### src/rtl/fifo_pkg.sv
// Shared types for the paired-lane stream source: lane select, completion FSM states,
// and the FIFO pointer-width helper (address bits plus one wrap bit).
package fifo_pkg;

  typedef enum logic {
    LANE_1 = 1'b0,
    LANE_2 = 1'b1
  } lane_t;

  typedef logic [1:0] done_state_t;

  localparam done_state_t WAIT_BOTH = 2'd0;
  localparam done_state_t DONE1     = 2'd1;
  localparam done_state_t DONE2     = 2'd2;

  function automatic int ptr_width(input int depth);
    return $clog2(depth) + 1;
  endfunction

endpackage

### src/rtl/fifo_pair_stream_src_if.sv
// Handshake bundle: one interleaved upstream stream in, two operand lanes out.
// slave is the block's view, master is the surrounding environment's view.
interface fifo_pair_stream_src_if #(
  parameter int WIDTH = 8
);

  logic [WIDTH-1:0] data_in;
  logic             valid_in;
  logic             ready_in;
  logic [WIDTH-1:0] data_o1;
  logic [WIDTH-1:0] data_o2;
  logic             valid_o1;
  logic             valid_o2;
  logic             ready_1;
  logic             ready_2;
  logic             last_o1;
  logic             last_o2;
  logic             pkt_done_o;

  modport slave (
    input  data_in, valid_in, ready_1, ready_2,
    output ready_in, data_o1, data_o2, valid_o1, valid_o2,
           last_o1, last_o2, pkt_done_o
  );

  modport master (
    output data_in, valid_in, ready_1, ready_2,
    input  ready_in, data_o1, data_o2, valid_o1, valid_o2,
           last_o1, last_o2, pkt_done_o
  );

endinterface

### src/rtl/fifo_sync.sv
// Single-clock first-word-fall-through FIFO; head visible one cycle after a push into empty.
// Push is ignored when full and pop when empty; the head reads as zero while empty.
module fifo_sync
  import fifo_pkg::*;
#(
  parameter int WIDTH = 8,
  parameter int DEPTH = 8
) (
  input  logic             clk,
  input  logic             rst,
  input  logic             push,
  input  logic [WIDTH-1:0] push_dat,
  input  logic             pop,
  output logic [WIDTH-1:0] head_dat,
  output logic             full,
  output logic             empty
);

  localparam int PW = ptr_width(DEPTH);
  localparam int AW = PW - 1;

  logic [WIDTH-1:0] mem [DEPTH];
  logic [PW-1:0]    wr_ptr;
  logic [PW-1:0]    rd_ptr;
  logic             do_push;
  logic             do_pop;

  // Same address with differing wrap bits means the writer is a full lap ahead.
  assign full     = (wr_ptr[PW-1] != rd_ptr[PW-1]) && (wr_ptr[AW-1:0] == rd_ptr[AW-1:0]);
  assign empty    = (wr_ptr == rd_ptr);
  assign do_push  = push && !full;
  assign do_pop   = pop && !empty;
  assign head_dat = empty ? '0 : mem[rd_ptr[AW-1:0]];

  always_ff @(posedge clk) begin
    if (do_push) begin
      mem[wr_ptr[AW-1:0]] <= push_dat;
    end
  end

  always_ff @(posedge clk or negedge rst) begin
    if (!rst) begin
      wr_ptr <= '0;
      rd_ptr <= '0;
    end else begin
      if (do_push) wr_ptr <= wr_ptr + 1'b1;
      if (do_pop)  rd_ptr <= rd_ptr + 1'b1;
    end
  end

endmodule

### src/rtl/fifo_pair_stream_src.sv
// Splits an interleaved word stream into two FWFT operand lanes with per-lane packet framing.
// Latency 1 into an empty lane; input stalls whenever the currently selected lane is full.
module fifo_pair_stream_src
  import fifo_pkg::*;
#(
  parameter int WIDTH          = 8,
  parameter int AMOUNT_OF_DATA = 16,
  parameter int DEPTH          = 8
) (
  input  logic                   clk,
  input  logic                   rst,
  fifo_pair_stream_src_if.slave  s
);

  localparam int             CW        = $clog2(AMOUNT_OF_DATA);
  localparam logic [CW-1:0]  LAST_BEAT = CW'(AMOUNT_OF_DATA - 1);

  lane_t         sel;
  logic          out_en;
  logic          full1, full2, empty1, empty2;
  logic          acc, push1, push2, pop1, pop2;
  logic          done1, done2;
  logic [CW-1:0] cnt1, cnt2;
  done_state_t   st, st_nxt;
  logic          pulse_nxt;

  // out_en keeps the input closed for the first cycle after reset release.
  assign s.ready_in = out_en && ((sel == LANE_1) ? !full1 : !full2);
  assign acc        = s.valid_in && s.ready_in;
  assign push1      = acc && (sel == LANE_1);
  assign push2      = acc && (sel == LANE_2);
  assign pop1       = !empty1 && s.ready_1;
  assign pop2       = !empty2 && s.ready_2;

  assign s.valid_o1 = !empty1;
  assign s.valid_o2 = !empty2;
  assign s.last_o1  = !empty1 && (cnt1 == LAST_BEAT);
  assign s.last_o2  = !empty2 && (cnt2 == LAST_BEAT);
  assign done1      = pop1 && s.last_o1;
  assign done2      = pop2 && s.last_o2;

  fifo_sync #(.WIDTH(WIDTH), .DEPTH(DEPTH)) u_lane1 (
    .clk      (clk),
    .rst      (rst),
    .push     (push1),
    .push_dat (s.data_in),
    .pop      (pop1),
    .head_dat (s.data_o1),
    .full     (full1),
    .empty    (empty1)
  );

  fifo_sync #(.WIDTH(WIDTH), .DEPTH(DEPTH)) u_lane2 (
    .clk      (clk),
    .rst      (rst),
    .push     (push2),
    .push_dat (s.data_in),
    .pop      (pop2),
    .head_dat (s.data_o2),
    .full     (full2),
    .empty    (empty2)
  );

  always_ff @(posedge clk or negedge rst) begin
    if (!rst) begin
      sel    <= LANE_1;
      out_en <= 1'b0;
      cnt1   <= '0;
      cnt2   <= '0;
    end else begin
      out_en <= 1'b1;
      if (acc) sel <= (sel == LANE_1) ? LANE_2 : LANE_1;
      if (pop1) cnt1 <= (cnt1 == LAST_BEAT) ? '0 : cnt1 + 1'b1;
      if (pop2) cnt2 <= (cnt2 == LAST_BEAT) ? '0 : cnt2 + 1'b1;
    end
  end

  // A lane finishing again while already waiting on its partner stays in its DONE state.
  always_comb begin
    st_nxt    = st;
    pulse_nxt = 1'b0;
    case (st)
      WAIT_BOTH: begin
        if (done1 && done2) pulse_nxt = 1'b1;
        else if (done1)     st_nxt = DONE1;
        else if (done2)     st_nxt = DONE2;
      end
      DONE1: begin
        if (done2) begin
          pulse_nxt = 1'b1;
          st_nxt    = done1 ? DONE1 : WAIT_BOTH;
        end
      end
      DONE2: begin
        if (done1) begin
          pulse_nxt = 1'b1;
          st_nxt    = done2 ? DONE2 : WAIT_BOTH;
        end
      end
      default: st_nxt = WAIT_BOTH;
    endcase
  end

  always_ff @(posedge clk or negedge rst) begin
    if (!rst) begin
      st           <= WAIT_BOTH;
      s.pkt_done_o <= 1'b0;
    end else begin
      st           <= st_nxt;
      s.pkt_done_o <= pulse_nxt;
    end
  end

endmodule

### src/flat_wrapper.sv
// flat-port wrapper written by rule: the top's interface ports become plain ports
module fifo_pair_stream_src_flat import fifo_pkg::*;
#(
  parameter int WIDTH          = 8,
  parameter int AMOUNT_OF_DATA = 16,
  parameter int DEPTH          = 8
)
  (clk, rst, s_data_in, s_valid_in, s_ready_1, s_ready_2, s_ready_in, s_data_o1, s_data_o2, s_valid_o1, s_valid_o2, s_last_o1, s_last_o2, s_pkt_done_o);
  fifo_pair_stream_src_if #(.WIDTH(WIDTH)) s_i ();
  input  logic clk;
  input  logic rst;
  input wire logic [$bits(s_i.data_in)-1:0] s_data_in;
  input wire logic [$bits(s_i.valid_in)-1:0] s_valid_in;
  input wire logic [$bits(s_i.ready_1)-1:0] s_ready_1;
  input wire logic [$bits(s_i.ready_2)-1:0] s_ready_2;
  output wire logic [$bits(s_i.ready_in)-1:0] s_ready_in;
  output wire logic [$bits(s_i.data_o1)-1:0] s_data_o1;
  output wire logic [$bits(s_i.data_o2)-1:0] s_data_o2;
  output wire logic [$bits(s_i.valid_o1)-1:0] s_valid_o1;
  output wire logic [$bits(s_i.valid_o2)-1:0] s_valid_o2;
  output wire logic [$bits(s_i.last_o1)-1:0] s_last_o1;
  output wire logic [$bits(s_i.last_o2)-1:0] s_last_o2;
  output wire logic [$bits(s_i.pkt_done_o)-1:0] s_pkt_done_o;
  assign s_i.data_in = s_data_in;
  assign s_i.valid_in = s_valid_in;
  assign s_i.ready_1 = s_ready_1;
  assign s_i.ready_2 = s_ready_2;
  assign s_ready_in = s_i.ready_in;
  assign s_data_o1 = s_i.data_o1;
  assign s_data_o2 = s_i.data_o2;
  assign s_valid_o1 = s_i.valid_o1;
  assign s_valid_o2 = s_i.valid_o2;
  assign s_last_o1 = s_i.last_o1;
  assign s_last_o2 = s_i.last_o2;
  assign s_pkt_done_o = s_i.pkt_done_o;
  fifo_pair_stream_src #(.WIDTH(WIDTH), .AMOUNT_OF_DATA(AMOUNT_OF_DATA), .DEPTH(DEPTH)) u_core (.clk(clk), .rst(rst), .s(s_i));
endmodule
### config.mk
export PLATFORM = sky130hd
export DESIGN_NAME = fifo_pair_stream_src_flat
export DESIGN_NICKNAME = d
export VERILOG_FILES = /design/src/rtl/fifo_pkg.sv /design/src/rtl/fifo_pair_stream_src_if.sv /design/src/rtl/fifo_sync.sv /design/src/rtl/fifo_pair_stream_src.sv /design/src/flat_wrapper.sv
export SDC_FILE = /design/constraint.sdc
export NUM_CORES = 1
export LEC_CHECK = 0
export ABC_CLOCK_PERIOD_IN_PS = 2800
export CAP_MARGIN = 5
export CORE_ASPECT_RATIO = 0.6
export CORE_UTILIZATION = 37
export CTS_CLUSTER_DIAMETER = 50
export DETAILED_ROUTE_END_ITERATION = 10
export GPL_ROUTABILITY_DRIVEN = 0
export MAX_ROUTING_LAYER = met4
export SYNTH_ARGS = -nofsm -noshare
export SYNTH_HDL_FRONTEND = slang
export SYNTH_SLANG_ARGS = --single-unit
### constraint.sdc
create_clock -name clk -period 2.8 [get_ports clk]
set_input_delay 0.56 -clock clk [delete_from_list [all_inputs] [get_ports clk]]
set_output_delay 0.56 -clock clk [all_outputs]
set_load 0.02 [all_outputs]
Yosys cells after proc, flatten, opt, wreduce, memory -nomap -nowiden:

Memory sizes are Yosys's and may differ from the RTL's.
Index checks and enable logic that the tools add are counted.

* register bits: 29
* bits in writable memories: 128
* input bits: 13
* output and inout bits: 22
* word-level logic and storage cells: 78
* memories: 2

* add/subtract/negate cells: 6
* equality and inequality tests: 14
* multiplexer cells: 22
* bitwise logic cells: 1
* reductions and logical operators: 23

Memory list
* u_core.u_lane1.mem: depth 8, width 8, rd ports 1, clocked after memory_dff 0, write ports 1, line fifo_sync.sv:22 `logic [WIDTH-1:0] mem [DEPTH];`
* u_core.u_lane2.mem: depth 8, width 8, rd ports 1, clocked after memory_dff 0, write ports 1, line fifo_sync.sv:22

Operator list (number)
* $add A4 B1 Y4 const B: 6
* $logic_and A1 B1 Y1: 17
* $mux W8: 2
* $mux W2: 6
* $mux W1: 10
* $eq A4 B4 Y1: 2
* $eq A4 B4 Y1 const B: 2
* $mux W4: 2
* $eq A3 B3 Y1: 2
* $pmux W2 S3: 1
* $logic_not A1 Y1: 4
* $ne A2 B1 Y1 const B: 2
* $reduce_and A4 Y1: 1
* $ne A3 B1 Y1 const B: 1
* $pmux W1 S3: 1
* $eq A2 B1 Y1 const B: 1
* $eq A2 B2 Y1 const B: 1
* $logic_not A2 Y1: 1
* $ne A1 B1 Y1: 2
* $ne A2 B2 Y1 const B: 1
* $not A1 Y1: 1

Longest topological paths before layout:

Gate-level depths: netlist of run 1.

* word-level depth: 10
* depth in mapped cells: 6
* mapped depth without buffers: 4

Hierarchy:

From an unflattened synthesis of run 1, not the netlist that was laid out.

* cell total of the unflattened synthesis: 450
* area total of the unflattened synthesis: 6970.4 µm²

By module, submodules not included
* fifo_sync at u_core.u_lane2: times used 1, cells each 193, area an instance 3166.8 µm², sequential area each 2122.0 µm²
* fifo_sync at u_core.u_lane1: times used 1, cells each 190, area an instance 3133.0 µm², sequential area each 2122.0 µm²
* fifo_pair_stream_src: times used 1, cells each 67, area an instance 670.6 µm², sequential area each 325.3 µm²

Worst setup path after synthesis of run 1:

No wires, ideal clock.

* path type: reg2reg
* start: register u_core.u_lane1.rd_ptr[0]
* end: memory u_core.u_lane1.mem[0][0] (enable)
* library setup time: 395 ps
* arrival time: 2068 ps
* data required time: 2405 ps
* path slack: 338 ps
* cell stages (with the launch flop): 7
* path buffers: 2
* clock period less this slack: 2462 ps
* cells stage by stage: dfrtp_1 > buf_4 > xor2_2 > o41a_4 > nand2b_2 > buf_6 > nor4_1

* longest elaborated chain between the ends: 10

Ends and longest elaborated chain
* start, declared: line fifo_sync.sv:24 `logic [PW-1:0] rd_ptr;`
* start signal, assigned: line fifo_sync.sv:47 `if (do_pop) rd_ptr <= rd_ptr + 1'b1;`
* $eq A3 B3 Y1 (*): line fifo_sync.sv:29 `assign full = (wr_ptr[PW-1] != rd_ptr[PW-1]) && (wr_ptr[AW-1:0] == rd_ptr[AW-1:0]);`
* $logic_and A1 B1 Y1 (*): line fifo_sync.sv:29
* $logic_not A1 Y1 (*): line fifo_sync.sv:31, fifo_pair_stream_src.sv:28
* $mux W1: line fifo_pair_stream_src.sv:28 `assign s.ready_in = out_en && ((sel == LANE_1) ? !full1 : !full2);`
* $logic_and A1 B1 Y1: line fifo_pair_stream_src.sv:28
* $logic_and A1 B1 Y1: line fifo_pair_stream_src.sv:29 `assign acc = s.valid_in && s.ready_in;`
* $logic_and A1 B1 Y1: line fifo_pair_stream_src.sv:30 `assign push1 = acc && (sel == LANE_1);`
* $logic_and A1 B1 Y1 (*): line fifo_sync.sv:31 `assign do_push = push && !full;`
* $mux W1 (*): line fifo_sync.sv:36 `if (do_push) begin`
* $mux W1 (implied by the code) (*): line fifo_sync.sv:37 `mem[wr_ptr[AW-1:0]] <= push_dat;`
* end, declared: line fifo_sync.sv:22

Every way passes the cells marked *; elsewhere a longest branch is shown, timed or not.

Worst setup path in the final report of run 1:

* start: register u_core.u_lane1.rd_ptr[0]
* end: output port s_data_o1[7]

* longest elaborated chain between the ends: 2
* elaborated cells on any way between the ends: 3
* those cells by class: eq/ne: 1; mux: 1; memory: 1

Ends and longest elaborated chain
* $mem_v2 Z8 W8 / $eq A4 B4 Y1 (equally long branches)
* $mux W8 (*): line fifo_sync.sv:33 `assign head_dat = empty ? '0 : mem[rd_ptr[AW-1:0]];`
* end, declared: line flat_wrapper.sv:17 `output wire logic [$bits(s_i.data_o1)-1:0] s_data_o1;`

Marks and branches as above.

==> results of run 1 <==
-- flip-flops by register name (all words and copies together), names as in the netlist --
register / count
u_core.sel: 1
u_core.u_lane1.wr_ptr: 4
u_core.cnt1: 4
u_core.u_lane2.wr_ptr: 4
u_core.st: 2
u_core.u_lane1.mem: 64
u_core.u_lane2.rd_ptr: 4
u_core.u_lane2.mem: 64
u_core.s.pkt_done_o: 1
u_core.u_lane1.rd_ptr: 4
u_core.cnt2: 4
u_core.out_en: 1
-- metrics by stage --
stage	hold WS, ps	cells	instance area (µm²)	total power [µW]
after floorplan	264	362	6510	5220
after global placement	475	641	7280	6250
after global routing	531	682	8070	9250
after CTS	496	674	7930	8570
after detailed placement	487	641	7280	6330
final	493	682	8070	8740
-- final cells by class --
type                            count  area share
Sequential cell                   157       0.567
Multi-Input combinational cell    181       0.235
Timing Repair Buffer               71      0.0852
Clock buffer                       17      0.0527
Tap cell                          234      0.0363
Clock inverter                     15      0.0206
Inverter                            7     0.00326
-- routing by layer --
metal | track usage | part of all wire | wire length (µm)
met5 | - | 0 | 0
met1 | 0.227 | 0.49 | 6290
met4 | 0.0424 | 0.0029 | 38
met3 | 0.0433 | 0.064 | 825
met2 | 0.228 | 0.45 | 5760
-- power by group through the flow --
stage / clock network (µW) / logic [µW] / registers, µW
after floorplan: 0 / 2190 / 3030
after global placement: 0 / 3110 / 3150
after detailed placement: 0 / 3160 / 3160
after CTS: 2310 / 3090 / 3170
after global routing: 2410 / 3610 / 3230
final: 2270 / 3290 / 3180
-- cell families after synthesis --
group,count (synthesis)
flip-flops,157
AND/OR/NAND/NOR,78
multiplexers,55
XOR/XNOR,24
buffers and inverters,24
AO/OA/AOI/OAI,17
adder cells (fa/ha/maj),6
other,1
-- placed cells by master (no fill, tap or decap), types with 6 or more instances in the layout --
cell / Yosys / layout
edfxtp_1: 128 / 128
mux4_2: 32 / 32
buf_4: 5 / 31
nor2_1: 28 / 28
dfrtp_1: 29 / 23
clkbuf_16: 0 / 19
nand2_1: 18 / 18
mux2i_1: 18 / 15
xnor2_1: 17 / 14
clkdlybuf4s50_1: 0 / 14
clkdlybuf4s15_1: 0 / 10
inv_1: 7 / 7
inv_6: 0 / 7
nor3_1: 6 / 6
ha_1: 6 / 6
dfrtp_2: 0 / 6
-- worst reg2reg max path, stage by stage, from the launching register on --
cell and delay [ps]:
dfrtp_1 470, xnor2_2 200, buf_4 150, a41oi_2 340, nand2_1 170, nor3_1 250, buf_4 240
-- worst paths after layout --
check,slack (ps),endpoint,startpoint
max in group asynchronous,1950,u_core.u_lane1.wr_ptr[2],rst
min,490,u_core.cnt1[3],u_core.cnt1[3]
min reg2reg,490,u_core.cnt1[3],u_core.cnt1[3]
max reg2reg,670,u_core.u_lane2.mem[4][1],u_core.u_lane2.wr_ptr[2]
min in group asynchronous,530,u_core.cnt2[0],rst
max,70,s_data_o1[7],u_core.u_lane1.rd_ptr[0]
-- repair_timing --
item                                    CTS  global route
pin swaps                                 0             2
gates resized for setup                  28            26
gates cloned                              0             2
endpoints found under the setup margin   21            15
buffers inserted                          1             6
==> impl_metrics.tcl, run 1 <==
set metrics [dict create \
    num-fill-cells 1476 \
    regArea_um2 4580 \
    preCtsSetupSlack_ps 229 \
    rsz0062_at_grt "true" \
    cts.sinks 157 \
    setup_viol 0 \
    cp_cell_sequence "buf_12 -> mux4_2 -> mux2i_1 -> nor2_1 -> clkdlybuf4s15_1" \
    yosys.area_share.simple 0.0582 \
    reg2regPathDepth 6 \
    multi_input_area_um2 1890 \
    synth_edf_count 128 \
    slowest_delay_ps 510 \
    worst_pin_slew_ps 528 \
    synth_async_sr_flop_share 0.185 \
    grt_usage 0.160 \
    hold_violations 0 \
    grt_first_pass_wirelength_um 20400 \
    dieWidth_um 173 \
    holdPathStages 1 \
    drtIter0Drc 297 \
    endpoint_kind "output pin" \
    synth.distinct_cells 46 \
    mappedNetlistArea_um2 6510 \
    fin_crit_sh 0.975 \
    num_vias 3397 \
    cts_tree "yes" \
    ys.flop_type "edfxtp_1" \
    synthToLayoutAreaGrowth_pct 23.9 \
    portBuffers 34 \
    clock_latency_ps 420 \
    synth_area_leaders "edfxtp_1 59%, dfrtp_1 11%, mux4_2 11%" \
    outcome "complete, no violations" \
    layout_setup_ws_ps 71.0 \
    clk_path_buf_depth 2 \
    min_period_ps 2730 \
    dr.pass1.iters 4 \
    drive_gt1_frac 0.295 \
    synth-seq-cells 157 \
    avgSynthCellArea_um2 18.0 \
    cts_buffers 17 \
    crit_slowest_cell "dfrtp_2" \
    power_density_nw_per_um2 1080 \
    dieArea_um2 18200 \
    p_sw_uw 3070 \
    cp_data_arrival_time_ps 2170 \
    synthMuxAreaShare 0.148 \
    drtAntennaViolNets 0 \
    cp.required_ps 2240 \
    intPower_uw 5660 \
    tns_ps 0 \
    grt_antenna_before_repair 0 \
    core_area_um2 17200 \
    holdBufCountCts 0 \
    dp_hpwl_um 8000 \
    final_core_util 0.470 \
    first_global_vias 3582 \
    hold_class "reg2reg" \
    critPathMaxFanout 9 \
    wl_um 12900 \
    crit_cells 5 \
    grt-ovfl-total 0 \
    startpoint_type "flip-flop" \
    synth_top_family_by_area "multiplexers" \
    crit_buf_inv 2 \
    synth.top_cells.by_count "128 x edfxtp_1, 32 x mux4_2, 29 x dfrtp_1" \
    synthAdderAreaFrac 0.0115 \
    worst_clock_skew_ps 17.0 \
    swShare 0.352 \
    synth_top_area_share 0.590 \
    via_per_inst 4.98 \
    synth-compound-area-share 0.0254 \
    yosysTopAreaCell "edfxtp_1" \
    synth.most_common_cell "edfxtp_1" \
    slew_headroom 0.647 \
    crit_type "reg2out" \
    root_buffer "clkbuf_16" \
    power.share.sequential 0.364 \
    synth_cells 362 \
    synth-warning-count 0 \
    vdd_drop_max_mv 0.547 \
    initial_core_util 0.379 \
    power_leakage_uw 0.00290 \
    clkTransAtPathRegs_ps 70 \
    diodes 0 \
    nets 454 \
    design.portCount 35 \
    max_freq_mhz 366 \
    synth_xor_area_frac 0.0357 \
    syn_nets 381 \
    path_delay_family "multiplexers" \
    pwr-share-comb 0.377 \
    seq_area_frac_synth 0.702 \
    drv_cap 0 \
    die_y_um 105 \
    grt_max_degree 30 \
    drc 0 \
    p_clk_frac 0.259 \
    slew_viol_final 0 \
    cts.htree.levels 4 \
    wl_per_cell_um 18.9 \
    rows 37 \
]
(Power assumes the default switching activity.)
==> run 2: changes to the inputs <==
--- a/config.mk
+++ b/config.mk
@@ -7,12 +7,15 @@
 export LEC_CHECK = 0
 export ABC_CLOCK_PERIOD_IN_PS = 2800
 export CAP_MARGIN = 5
-export CORE_ASPECT_RATIO = 0.6
+export CELL_PAD_IN_SITES_DETAIL_PLACEMENT = 0
+export CELL_PAD_IN_SITES_GLOBAL_PLACEMENT = 1
+export CORE_ASPECT_RATIO = 1.1
 export CORE_UTILIZATION = 37
 export CTS_CLUSTER_DIAMETER = 50
 export DETAILED_ROUTE_END_ITERATION = 10
 export GPL_ROUTABILITY_DRIVEN = 0
 export MAX_ROUTING_LAYER = met4
+export PLACE_DENSITY_LB_ADDON = 0.1
 export SYNTH_ARGS = -nofsm -noshare
 export SYNTH_HDL_FRONTEND = slang
 export SYNTH_SLANG_ARGS = --single-unit
==> run 2 against run 1 <==
Net effect:
- combinational power decreased by 3%
- die area hardly changed
- highest routed layer unchanged
- clock skew shrank 6.9 ps
==> impl_metrics.tcl, run 2 (synthesis gave the netlist of run 1 again) <==
set metrics [dict create \
    outcome "complete, no violations" \
    p_clk_frac 0.261 \
    crit_slowest_cell "dfrtp_1" \
    num_vias 3302 \
    drv_cap 0 \
    initial_core_util 0.380 \
    place_area_um2 7300 \
    regArea_um2 4580 \
    clock_latency_ps 430 \
    holdBufCountCts 0 \
    power.share.sequential 0.368 \
    cp_data_arrival_time_ps 2130 \
    dieArea_um2 18100 \
    cp.required_ps 2240 \
    min_period_ps 2690 \
    grt_usage 0.163 \
    mostFrequentLayoutCells "128 x edfxtp_1, 32 x mux4_2, 31 x buf_4, 27 x nor2_1, 24 x dfrtp_1" \
    endpoint_kind "output pin" \
    tns_ps 0 \
    cts.htree.levels 4 \
    slowest_delay_ps 390 \
    crit_type "reg2out" \
    critPathMaxFanout 20 \
    grt_first_pass_wirelength_um 20200 \
    slew_viol_final 0 \
    rsz0062_at_grt "true" \
    nets 451 \
    p_sw_uw 2970 \
    hold_violations 0 \
    cp_cell_sequence "buf_12 -> xor2_4 -> buf_4 -> o41ai_2 -> a21boi_0 -> clkdlybuf4s15_1" \
    dieWidth_um 128 \
    pwr-share-comb 0.371 \
    final_common_cell "edfxtp_1" \
    vdd_drop_max_mv 0.568 \
    core_area_um2 17100 \
    wl_um 12800 \
    max_freq_mhz 372 \
    die_y_um 141 \
    cts.sinks 157 \
    diodes 0 \
    grt_antenna_before_repair 0 \
    power_leakage_uw 0.00283 \
    power_density_nw_per_um2 1080 \
    root_buffer "clkbuf_16" \
    fin_crit_sh 0.960 \
    multi_input_area_um2 1900 \
    clkTransAtPathRegs_ps 70 \
    hold_class "reg2reg" \
    worst_clock_skew_ps 10.1 \
    via_per_inst 4.86 \
    portBuffers 34 \
    timing.hold.ws_ps 497 \
    slew_headroom 0.585 \
    dp_hpwl_um 8060 \
    fin_area_um2 7970 \
    swShare 0.347 \
    drc 0 \
    drtAntennaViolNets 0 \
    num-fill-cells 1521 \
    startpoint_type "flip-flop" \
    intPower_uw 5600 \
    rows 50 \
    drive_gt1_frac 0.274 \
    synthToLayoutAreaGrowth_pct 22.4 \
    layout_setup_ws_ps 113 \
    dr.pass1.iters 4 \
    setup_viol 0 \
    worst_pin_slew_ps 620 \
    first_global_vias 3475 \
    preCtsSetupSlack_ps 274 \
    cts_tree "yes" \
    grt-ovfl-total 0 \
    grt_max_degree 30 \
    design.portCount 35 \
    clk_path_buf_depth 2 \
    drtIter0Drc 128 \
    cts_buffers 17 \
    wl_per_cell_um 18.8 \
]
## run 2: per-layer routing
layer	global-route usage	share of wire
met1	0.195	0.44
met3	0.0368	0.024
met2	0.266	0.52
met4	0.0687	0.014
met5	-	0
## run 2: what timing repair did
action,4_1_cts,5_1_grt
gates resized for setup,35,5
gates cloned,1,0
endpoints found under the setup margin,19,7
setup buffers,2,0
## run 2: final timing paths
kind                                          start                        to  slack, ps  cells after the start
max                        u_core.u_lane1.rd_ptr[0]                s_ready_in        110                      6
min                                  u_core.cnt1[3]            u_core.cnt1[3]        500                      1
max reg2reg                u_core.u_lane2.wr_ptr[1]  u_core.u_lane2.mem[7][0]        640                      5
min reg2reg                          u_core.cnt1[3]            u_core.cnt1[3]        500                      1
max in group asynchronous                       rst  u_core.u_lane1.wr_ptr[0]       1960                      2
min in group asynchronous                       rst            u_core.cnt2[2]        530                      2
## run 2: worst max-delay path, delay by kind of cell, from the launching register on
kind	cells	cell delay, ps
xor gates and xnor gates	1	170
DFF	1	390
buffers and inverters	3	650
AOI/OAI and AO/OA	2	480
## run 2: cell type report
cell class                      instances  area share
Multi-Input combinational cell        181       0.238
Inverter                                7     0.00330
Sequential cell                       157       0.574
Clock inverter                         15      0.0191
Timing Repair Buffer                   68      0.0757
Clock buffer                           17      0.0534
Tap cell                              234      0.0367
## run 2: power by group through the flow
stage          combinational [µW]  sequential, µW  clock, µW
6_report                     3180            3150       2240
5_1_grt                      3460            3200       2390
4_1_cts                      3240            3140       2300
3_5_place_dp                 3230            3160          0
3_3_place_gp                 3200            3150          0
2_1_floorplan                2190            3030          0
## run 2: stage by stage
| stage | cells | util | total power [µW] |
|---|---|---|---|
| final | 679 | 0.465 | 8570 |
| after global routing | 679 | 0.465 | 9050 |
| after CTS | 679 | 0.464 | 8680 |
| after detailed placement | 644 | 0.426 | 6390 |
| after global placement | 644 | 0.426 | 6350 |
| after floorplan | 362 | - | 5220 |
==> run 3: changes to the inputs <==
--- a/config.mk
+++ b/config.mk
@@ -7,11 +7,12 @@
 export LEC_CHECK = 0
 export ABC_CLOCK_PERIOD_IN_PS = 2800
 export CAP_MARGIN = 5
-export CELL_PAD_IN_SITES_DETAIL_PLACEMENT = 0
-export CELL_PAD_IN_SITES_GLOBAL_PLACEMENT = 1
+export CELL_PAD_IN_SITES_DETAIL_PLACEMENT = 2
+export CELL_PAD_IN_SITES_GLOBAL_PLACEMENT = 2
 export CORE_ASPECT_RATIO = 1.1
 export CORE_UTILIZATION = 37
 export CTS_CLUSTER_DIAMETER = 50
+export CTS_CLUSTER_SIZE = 24
 export DETAILED_ROUTE_END_ITERATION = 10
 export GPL_ROUTABILITY_DRIVEN = 0
 export MAX_ROUTING_LAYER = met4
==> run 3 against run 2 <==
Net effect:
- combinational power is 5% higher
- clock skew barely moved
- largest cell class unchanged
- critical endpoint is now s_data_o1[6]
- sequential share of layout area down 0.43 points
- register-to-register slack about the same
- clock power grew 4%
- sequential power about the same
- core utilization increased by 0.35 points
- fmax is 1.8% lower
- via count grew 3.8%
- sequential cell count unchanged
- count of clock-buffer cells in the layout unchanged
==> impl_metrics.tcl, run 3 (synthesis gave the netlist of run 1 again) <==
set metrics [dict create \
    endpoint "s_data_o1[6]" \
    slew_headroom 0.592 \
    outcome "complete, no violations" \
    clk_path_buf_depth 2 \
    fin_area_um2 8030 \
    root_buffer "clkbuf_16" \
    intPower_uw 5760 \
    rows 50 \
    grt_usage 0.189 \
    worst_pin_slew_ps 610 \
    dr.pass1.iters 4 \
    design.portCount 35 \
    swShare 0.349 \
    grt_first_pass_wirelength_um 23500 \
    cp-startpoint "u_core.u_lane1.rd_ptr[0]" \
    fin_total_pwr_uw 8850 \
    final_common_cell "edfxtp_1" \
    setup_viol 0 \
    regToRegEndpoint "u_core.u_lane2.mem[0][2]" \
    via_per_inst 5.02 \
    power_leakage_uw 0.00288 \
    wl_per_cell_um 22.2 \
    hold_violations 0 \
    drtAntennaViolNets 0 \
    portBuffers 34 \
    crit_buf_inv 3 \
    slew_viol_final 0 \
    power.share.sequential 0.359 \
    cts.sinks 157 \
    drtIter0Drc 229 \
    crit_cells 6 \
    p_sw_uw 3090 \
    grt_antenna_before_repair 0 \
    critPathMaxFanout 7 \
    die_y_um 141 \
    clock_latency_ps 420 \
    drv_cap 0 \
    slowest_delay_ps 520 \
    grt-ovfl-total 0 \
    place_area_um2 7330 \
    core_area_um2 17100 \
    vdd_drop_max_mv 0.496 \
    min_period_ps 2740 \
    preCtsSetupSlack_ps 163 \
    nets 456 \
    dp_hpwl_um 9550 \
    max_freq_mhz 365 \
    layout_setup_ws_ps 63.4 \
    diodes 0 \
    num-fill-cells 1621 \
    path_common_cell "buf_4" \
    worst_clock_skew_ps 10.4 \
    cp_data_arrival_time_ps 2180 \
    crit_type "reg2out" \
    crit_slowest_cell "dfrtp_2" \
    endpoint_kind "output pin" \
    drc 0 \
    dieWidth_um 128 \
    startpoint_type "flip-flop" \
    initial_core_util 0.380 \
    r2r_slack_ps 640 \
    path_delay_family "buffers and inverters" \
    dieArea_um2 18100 \
    power_density_nw_per_um2 1100 \
    fin_crit_sh 0.977 \
    drive_gt1_frac 0.285 \
    timing.rr.start "u_core.u_lane2.wr_ptr[1]" \
    grt_max_degree 30 \
    cp_cell_sequence "xor2_4 -> nor4_2 -> buf_4 -> buf_4 -> nor2_1 -> clkdlybuf4s15_1" \
    p_clk_frac 0.263 \
    cts_tree "yes" \
    cp.required_ps 2240 \
    clkTransAtPathRegs_ps 70 \
    first_global_vias 3880 \
    pwr-share-comb 0.378 \
    num_vias 3429 \
    mostFrequentLayoutCells "128 x edfxtp_1, 34 x buf_4, 32 x mux4_2, 27 x nor2_1, 24 x dfrtp_1" \
    wl_um 15200 \
    reg2regPathDepth 6 \
    cts_buffers 17 \
    hold_class "reg2reg" \
    tns_ps 0 \
    cts.htree.levels 4 \
    synthToLayoutAreaGrowth_pct 23.3 \
]
## run 3: cell count changes in the layout (fill, tap and decap cells not counted), moves of 2 or more
cell	before	now
buf_4	31	34
clkinv_4	4	0
dlygate4sd2_1	17	10
dlymetal6s2s_1	0	2
clkdlybuf4s15_1	2	6
## run 3: power by group through the flow
stage,Clock [µW],Sequential [µW],Combinational (µW)
final,2330,3170,3350
after global routing,2470,3210,3630
after CTS,2380,3160,3280
after detailed placement,0,3160,3340
after global placement,0,3140,3250
after floorplan,0,3030,2190
## run 3: layout make-up
class / instances / area, µm² / area share
Sequential cell: 157 / 4580 / 0.570
Clock buffer: 17 / 425 / 0.0530
Inverter: 7 / 26.3 / 0.00327
Multi-Input combinational cell: 181 / 1880 / 0.234
Timing Repair Buffer: 73 / 674 / 0.0840
Clock inverter: 14 / 158 / 0.0196
Tap cell: 234 / 293 / 0.0365
## run 3: how the worst min path moves through the flow
stage / end / cells after the start / start
final: u_core.cnt1[3] / 1 / u_core.cnt1[3]
after global routing: u_core.cnt1[3] / 1 / u_core.cnt1[3]
after CTS: u_core.st[0] / 1 / u_core.st[1]
after detailed placement: u_core.st[0] / 1 / u_core.st[1]
after global placement: u_core.cnt1[3] / 1 / u_core.cnt1[3]
after floorplan: u_core.cnt1[0] / 0 / rst
## run 3: worst register-to-register path: stages, from the launching register on
cell	delay [ps]
dfrtp_1	500
xnor2_2	200
buf_4	150
a41oi_2	400
nand2b_1	200
nor3_1	170
buf_4	230
## run 3: per-layer routing
metal	track usage	vias up	routed length [µm]
met1	0.223	1818	6360
met2	0.320	46	8200
met4	0.0774	0	175
li1	-	1552	-
met3	0.0307	13	443
met5	-	-	0
## run 3: metrics by stage
stage | hold WS, ps | cells | utilization
final | 502 | 683 | 0.469
after CTS | 512 | 679 | 0.464
after global routing | 524 | 683 | 0.469
after detailed placement | 500 | 647 | 0.427
after floorplan | 264 | 362 | -
after global placement | 473 | 647 | 0.427
## run 3: repair_timing
action                                  in CTS  in global routing
endpoints found under the setup margin      21                 12
cloned                                       0                  1
hold buffers                                 0                  0
pin swaps                                    0                  1
buffers inserted                             1                  3
resized for setup                           28                 16
